### src/rtl/cpu_multicycle.sv
// Multicycle 16-bit-ISA MIPS-style core with an n-bit datapath and a single
// shared memory port using a req/ready handshake; control is an internal FSM.
module cpu_multicycle #(
   parameter int unsigned n    = 16,
   parameter int unsigned NREG = 8
) (
   input  logic         clk,
   input  logic         reset,
   output logic         mem_req,
   output logic         mem_we,
   output logic [n-1:0] mem_addr,
   output logic [n-1:0] mem_wdata,
   input  logic         mem_ready,
   input  logic [n-1:0] mem_rdata,
   output logic [n-1:0] pc,
   output logic         retire,
   output logic         halted
);

   localparam int unsigned RIW = 3;
   localparam int unsigned IW  = 16;

   localparam logic [2:0] OP_R    = 3'd0;
   localparam logic [2:0] OP_ADDI = 3'd1;
   localparam logic [2:0] OP_LW   = 3'd2;
   localparam logic [2:0] OP_SW   = 3'd3;
   localparam logic [2:0] OP_BEQ  = 3'd4;
   localparam logic [2:0] OP_J    = 3'd5;
   localparam logic [2:0] OP_HALT = 3'd7;

   localparam logic [3:0] F_ADD = 4'd0;
   localparam logic [3:0] F_SUB = 4'd1;
   localparam logic [3:0] F_AND = 4'd2;
   localparam logic [3:0] F_OR  = 4'd3;
   localparam logic [3:0] F_SLT = 4'd4;

   typedef enum logic [2:0] {
      S_FETCH  = 3'd0,
      S_DECODE = 3'd1,
      S_EXEC   = 3'd2,
      S_MEM    = 3'd3,
      S_WB     = 3'd4,
      S_HALT   = 3'd5
   } state_t;

   state_t          state_q,     state_d;
   logic [n-1:0]    pc_q,        pc_d;
   logic [IW-1:0]   ir_q,        ir_d;
   logic [n-1:0]    a_q,         a_d;
   logic [n-1:0]    b_q,         b_d;
   logic [n-1:0]    alu_q,       alu_d;
   logic [n-1:0]    mdr_q,       mdr_d;
   logic [n-1:0]    regs_q [NREG];
   logic [n-1:0]    regs_d [NREG];
   logic            mem_req_q,   mem_req_d;
   logic            mem_we_q,    mem_we_d;
   logic [n-1:0]    mem_addr_q,  mem_addr_d;
   logic [n-1:0]    mem_wdata_q, mem_wdata_d;
   logic            retire_q,    retire_d;
   logic            halted_q,    halted_d;

   // Instruction field decode from the latched IR
   logic [2:0]     op;
   logic [RIW-1:0] rs, rt, rd;
   logic [3:0]     funct;
   logic [n-1:0]   imm;
   logic [12:0]    jaddr;
   logic [n-1:0]   jtgt;

   assign op    = ir_q[15:13];
   assign rs    = ir_q[12:10];
   assign rt    = ir_q[9:7];
   assign rd    = ir_q[6:4];
   assign funct = ir_q[3:0];
   assign imm   = {{(n-7){ir_q[6]}}, ir_q[6:0]};
   assign jaddr = ir_q[12:0];

   // Jump keeps the upper PC bits only when the address is wider than the ISA field
   if (n == 16) begin : g_j16
      assign jtgt = n'({jaddr, 1'b0});
   end else begin : g_jwide
      assign jtgt = {pc_q[n-1:14], jaddr, 1'b0};
   end

   logic [n-1:0] ra, rb;
   assign ra = (rs == '0) ? '0 : regs_q[rs];
   assign rb = (rt == '0) ? '0 : regs_q[rt];

   logic [n-1:0] alu_res;
   always_comb begin
      alu_res = '0;
      case (op)
         OP_R: begin
            case (funct)
               F_ADD:   alu_res = a_q + b_q;
               F_SUB:   alu_res = a_q - b_q;
               F_AND:   alu_res = a_q & b_q;
               F_OR:    alu_res = a_q | b_q;
               F_SLT:   alu_res = n'($signed(a_q) < $signed(b_q));
               default: alu_res = '0;
            endcase
         end
         OP_ADDI, OP_LW, OP_SW: alu_res = a_q + imm;
         default:               alu_res = '0;
      endcase
   end

   logic           wb_en;
   logic [RIW-1:0] wb_idx;
   logic [n-1:0]   wb_val;
   assign wb_en  = ((op == OP_R) && (funct <= F_SLT)) || (op == OP_ADDI) || (op == OP_LW);
   assign wb_idx = (op == OP_R) ? rd : rt;
   assign wb_val = (op == OP_LW) ? mdr_q : alu_q;

   // Next-state, datapath updates and registered memory-port outputs
   always_comb begin
      state_d  = state_q;
      pc_d     = pc_q;
      ir_d     = ir_q;
      a_d      = a_q;
      b_d      = b_q;
      alu_d    = alu_q;
      mdr_d    = mdr_q;
      regs_d   = regs_q;
      retire_d = 1'b0;
      halted_d = halted_q;

      case (state_q)
         S_FETCH: begin
            if (mem_ready) begin
               ir_d    = mem_rdata[IW-1:0];
               pc_d    = pc_q + n'(2);
               state_d = S_DECODE;
            end
         end
         S_DECODE: begin
            a_d = ra;
            b_d = rb;
            if (op == OP_HALT) begin
               state_d  = S_HALT;
               retire_d = 1'b1;
               halted_d = 1'b1;
            end else begin
               state_d = S_EXEC;
            end
         end
         S_EXEC: begin
            alu_d = alu_res;
            case (op)
               OP_BEQ: begin
                  if (a_q == b_q) pc_d = pc_q + (imm << 1);
                  state_d  = S_FETCH;
                  retire_d = 1'b1;
               end
               OP_J: begin
                  pc_d     = jtgt;
                  state_d  = S_FETCH;
                  retire_d = 1'b1;
               end
               OP_LW, OP_SW:  state_d = S_MEM;
               OP_R, OP_ADDI: state_d = S_WB;
               default: begin
                  state_d  = S_FETCH;
                  retire_d = 1'b1;
               end
            endcase
         end
         S_MEM: begin
            if (mem_ready) begin
               if (op == OP_SW) begin
                  state_d  = S_FETCH;
                  retire_d = 1'b1;
               end else begin
                  mdr_d   = mem_rdata;
                  state_d = S_WB;
               end
            end
         end
         S_WB: begin
            if (wb_en && (wb_idx != '0)) regs_d[wb_idx] = wb_val;
            state_d  = S_FETCH;
            retire_d = 1'b1;
         end
         S_HALT: state_d = S_HALT;
         default: state_d = S_FETCH;
      endcase

      mem_req_d   = (state_d == S_FETCH) || (state_d == S_MEM);
      mem_we_d    = (state_d == S_MEM) && (op == OP_SW);
      mem_wdata_d = (state_d == S_MEM) ? b_q : '0;
      if (state_d == S_FETCH)    mem_addr_d = pc_d;
      else if (state_d == S_MEM) mem_addr_d = alu_d;
      else                       mem_addr_d = mem_addr_q;
   end

   always_ff @(posedge clk) begin
      if (reset) begin
         state_q     <= S_FETCH;
         pc_q        <= '0;
         ir_q        <= '0;
         a_q         <= '0;
         b_q         <= '0;
         alu_q       <= '0;
         mdr_q       <= '0;
         for (int i = 0; i < int'(NREG); i++) regs_q[i] <= '0;
         mem_req_q   <= 1'b1;
         mem_we_q    <= 1'b0;
         mem_addr_q  <= '0;
         mem_wdata_q <= '0;
         retire_q    <= 1'b0;
         halted_q    <= 1'b0;
      end else begin
         state_q     <= state_d;
         pc_q        <= pc_d;
         ir_q        <= ir_d;
         a_q         <= a_d;
         b_q         <= b_d;
         alu_q       <= alu_d;
         mdr_q       <= mdr_d;
         regs_q      <= regs_d;
         mem_req_q   <= mem_req_d;
         mem_we_q    <= mem_we_d;
         mem_addr_q  <= mem_addr_d;
         mem_wdata_q <= mem_wdata_d;
         retire_q    <= retire_d;
         halted_q    <= halted_d;
      end
   end

   assign mem_req   = mem_req_q;
   assign mem_we    = mem_we_q;
   assign mem_addr  = mem_addr_q;
   assign mem_wdata = mem_wdata_q;
   assign pc        = pc_q;
   assign retire    = retire_q;
   assign halted    = halted_q;

endmodule

### config.mk
export PLATFORM = sky130hd
export DESIGN_NAME = cpu_multicycle
export DESIGN_NICKNAME = d
export VERILOG_FILES = /design/src/rtl/cpu_multicycle.sv
export SDC_FILE = /design/constraint.sdc
export NUM_CORES = 1
export LEC_CHECK = 0
export ABC_AREA = 1
export BUFFER_PORTS_ARGS = -buffer_cell sky130_fd_sc_hd__buf_2
export CAP_MARGIN = 0
export CORE_MARGIN = 8
export CORE_UTILIZATION = 50
export DETAILED_ROUTE_END_ITERATION = 16
export PLACE_DENSITY = 0.72
export SLEW_MARGIN = 20
export SYNTH_ARGS = -nofsm -noshare
export SYNTH_HDL_FRONTEND = slang
export SYNTH_SLANG_ARGS = --single-unit
### constraint.sdc
create_clock -name clk -period 2.66 [get_ports clk]
set_input_delay 0.532 -clock clk [delete_from_list [all_inputs] [get_ports clk]]
set_output_delay 0.532 -clock clk [all_outputs]
set_load 0.01 [all_outputs]
==> results by group <==
CTS
  – CTS clock-pin slew for the worst setup and hold paths: 0.06 ns
  – Clock root cell: clkbuf_16
  – Source-to-sink clock delay at the later pin of the worst-skew pair: 0.58 ns
  – Count of clock tree sinks: 247
  – Clock tree from TritonCTS: done
  – Number of clock buffers inserted by TritonCTS: 29
  – Clock H-tree levels: 1
  – Buffer levels on the longest clock path: 3

Placed design
  – Count of buffers from port buffering: 70
  – RePlAce Congestion: 0.949
  – Post-DP HPWL: 41900 um

Outcome
  – Outcome: complete, no violations

Yosys
  – Number of synthesized flops with an enable pin: 0
  – Syn Inst Count: 2457
  – Synth cell types: 49
  – Synth Cell Area: 0.0160 mm2
  – Seq/Total Area, Yosys: 31.0%
  – Register bit total from synthesis: 247
  – Prevailing post-synth register cell: dfxtp_1
  – Leading cell types by count after synthesis: 523 x nand2_1, 333 x a21oi_1, 295 x inv_1
  – Fraction of registers with async set/reset: 0%
  – Mean instance size in the synthesized netlist: 6.49 um2
  – Cell with the most instances after synthesis: nand2_1
  – Number of nets produced by synthesis: 2561
  – Leading post-synthesis cells by cell area: dfxtp_1 31%, nand2_1 12%, a21oi_1 10%
  – Yosys top cell area share: 31.0%
  – Cell type with the largest total area after synthesis: dfxtp_1
  – YS warnings: 0

STA
  – Least-Margin Pin Slew: 1.02 ns
  – Setup violators final: 0
  – Final Max Slew Viols: 0
  – Post-route fraction of the period consumed by the critical path: 94.1%
  – Final setup skew: 0.0193 ns
  – Fmax achieved: 400 MHz
  – Number of hold violations in the final report: 0
  – Relative slew slack: 31.7%
  – Smallest hold slack: 0.237 ns
  – Tmin final: 2.50 ns

Power
  – Total power density per cell area: 627 mW/mm2
  – Peak VDD IR: 559 uV
  – LEAKAGE: 8.03 nW

Global route
  – Via count of the first global-routing pass: 15581
  – Aggregate global routing overflow: 0
  – Total Routing Usage GR: 28.7%
  – Largest net degree at the start of global routing: 109
  – Number of antenna violations at the first check in global routing: 1
  – Global-route wire length before repair: 88000 um

Layout
  – Fraction of the core area covered by cells at the end of the flow: 57.7%
  – Share of post-route cells with drive strength above 1: 12.0%
  – Layout net count: 2622
  – Fill cells: 3071
  – Signed area change from the synthesized netlist to the final layout: 13.9%

Detailed routing
  – Detailed-route via count: 17175
  – Number of nets still failing antenna checks after routing: 0
  – Number of iterations in the first detailed-routing pass: 8
  – Wire length reported by the detailed router: 56500 um
  – Iteration-0 DRC count of the detailed router: 1677
  – DRC violations left: 0
  – Via count normalized by instance count: 5.84
  – Average wire length per cell after detail routing: 19.2 um

Floorplanning
  – Area of the die: 0.0379 mm2
  – Die height: 195 um
  – Effective utilization at floorplan: 50.7%
  – Floorplan Core Area: 0.0315 mm2
  – Num ports: 71
  – DIE WIDTH: 195 um
  – Row Count: 65

Run
  – Max-capacitance violation count: 0

Setup path
  – Setup Crit Path Kind: reg2reg
  – Type of element capturing the critical path: flip-flop
  – Max FO, Critical Path: 11
  – Startpoint types: flip-flop
  – Critical Path RT: 3.09 ns
  – Arrival time of data at the critical path endpoint: 2.93 ns

Min path
  – Classification of the worst-slack hold path: in2reg
[cells by family (layout without fill, tap and decap cells)]
family	count (synthesis)	in the layout	share of synthesized area, %
simple gates	898	898	23.6
compound gates	762	762	26.5
buf+inv	445	528	10.7
flops	247	247	31.0
fa+ha+maj	85	85	6.85
mux	13	13	0.918
xor+xnor	7	7	0.384
other cells	0	1	0
[routing by layer]
metal  wire length (um)  vias up  GRT usage (%)
li1                   -     8344              -
met1              24600     7927           39.1
met2              24800      781           44.9
met3               5000      123           5.25
met4               2040        0           10.0
met5                  0        -              0
[sequential cells by signal, indices dropped and copies added, names as in the netlist]
signal and cells:
regs_q 112, a_q 16, alu_q 16, b_q 16
ir_q 16, mdr_q 16, mem_addr 16, mem_wdata 16
pc 16, state_q 3, halted 1, mem_req 1
mem_we 1, retire 1
[layout by cell type (no fill, tap or decap), types with 5 or more instances in the layout]
cell         n
buf_4       91
inv_2       13
dfxtp_1    238
clkbuf_8     6
nand3_1    150
clkbuf_16   29
o21ai_0    246
nor3_1      16
o22ai_1      9
buf_12       5
nand4_1     18
buf_2       70
ha_1        77
clkbuf_1     7
a32o_1      32
mux2_2      13
o211ai_1    35
nor2_1     144
inv_1      289
or2_2        7
nand2_2     10
a31oi_1     41
nand2_1    518
o21bai_1     8
a21oi_1    330
dfxtp_2      9
nor2_2      16
a21boi_0    11
clkinv_2     7
o21ai_1     30
[final timing paths]
| path | startpoint | endpoint | slack (ns) | cells after the start |
|---|---|---|---|---|
| worst max-delay path | ir_q[13] | regs_q[29] | 0.16 | 10 |
| worst min-delay path | mem_rdata[7] | mdr_q[7] | 0.24 | 3 |
| worst max register to register | ir_q[13] | regs_q[29] | 0.16 | 10 |
| worst min register to register | halted | halted | 0.45 | 2 |
[critical path: stages (launching register included)]
cell	delay [ns]
dfxtp_1	0.56
nor2_4	0.10
nand2_4	0.14
nand2_1	0.09
o21ai_2	0.10
nor2_1	0.11
nor4_4	0.47
nand2_1	0.40
buf_4	0.28
nand2_1	0.05
a21oi_1	0.06
[final cells by class]
class	count	area, um2	area share [%]
Antenna cell	1	2.50	0.0138
Clock inverter	11	148	0.812
Multi-Input combinational cell	1765	9430	51.9
Tap cell	402	503	2.77
Clock buffer	42	835	4.59
Timing Repair Buffer	167	1140	6.30
Sequential cell	247	4960	27.3
Inverter	308	1160	6.39
[power breakdown]
part	total (mW)	leakage, nW	switching (mW)	internal (mW)
registers	4.03	2.01	0.181	3.85
clock network	4.14	0.485	1.67	2.47
logic	3.21	5.54	2.16	1.06
[stage by stage]
stage,cell area [um2],total power [mW],cells,setup TNS (ns),setup slack [ns]
finish,18200,11.4,2943,0,0.158
floorplan,16000,6.08,2457,0,0.432
global route,18200,11.9,2942,-0.00404,-0.00404
detailed placement,17000,7.15,2885,0,0.0150
CTS,18000,11.3,2938,0,0.0258
global placement,17000,7.11,2885,0,0.0273
[timing repair]
action,in CTS,in global routing
hold endpoints to repair,0,0
endpoints found under the setup margin,1,24
resized for setup,1,41
buffers inserted,0,4
pin swaps,0,4
hold buffers,0,0
(Power assumes the default switching activity.)
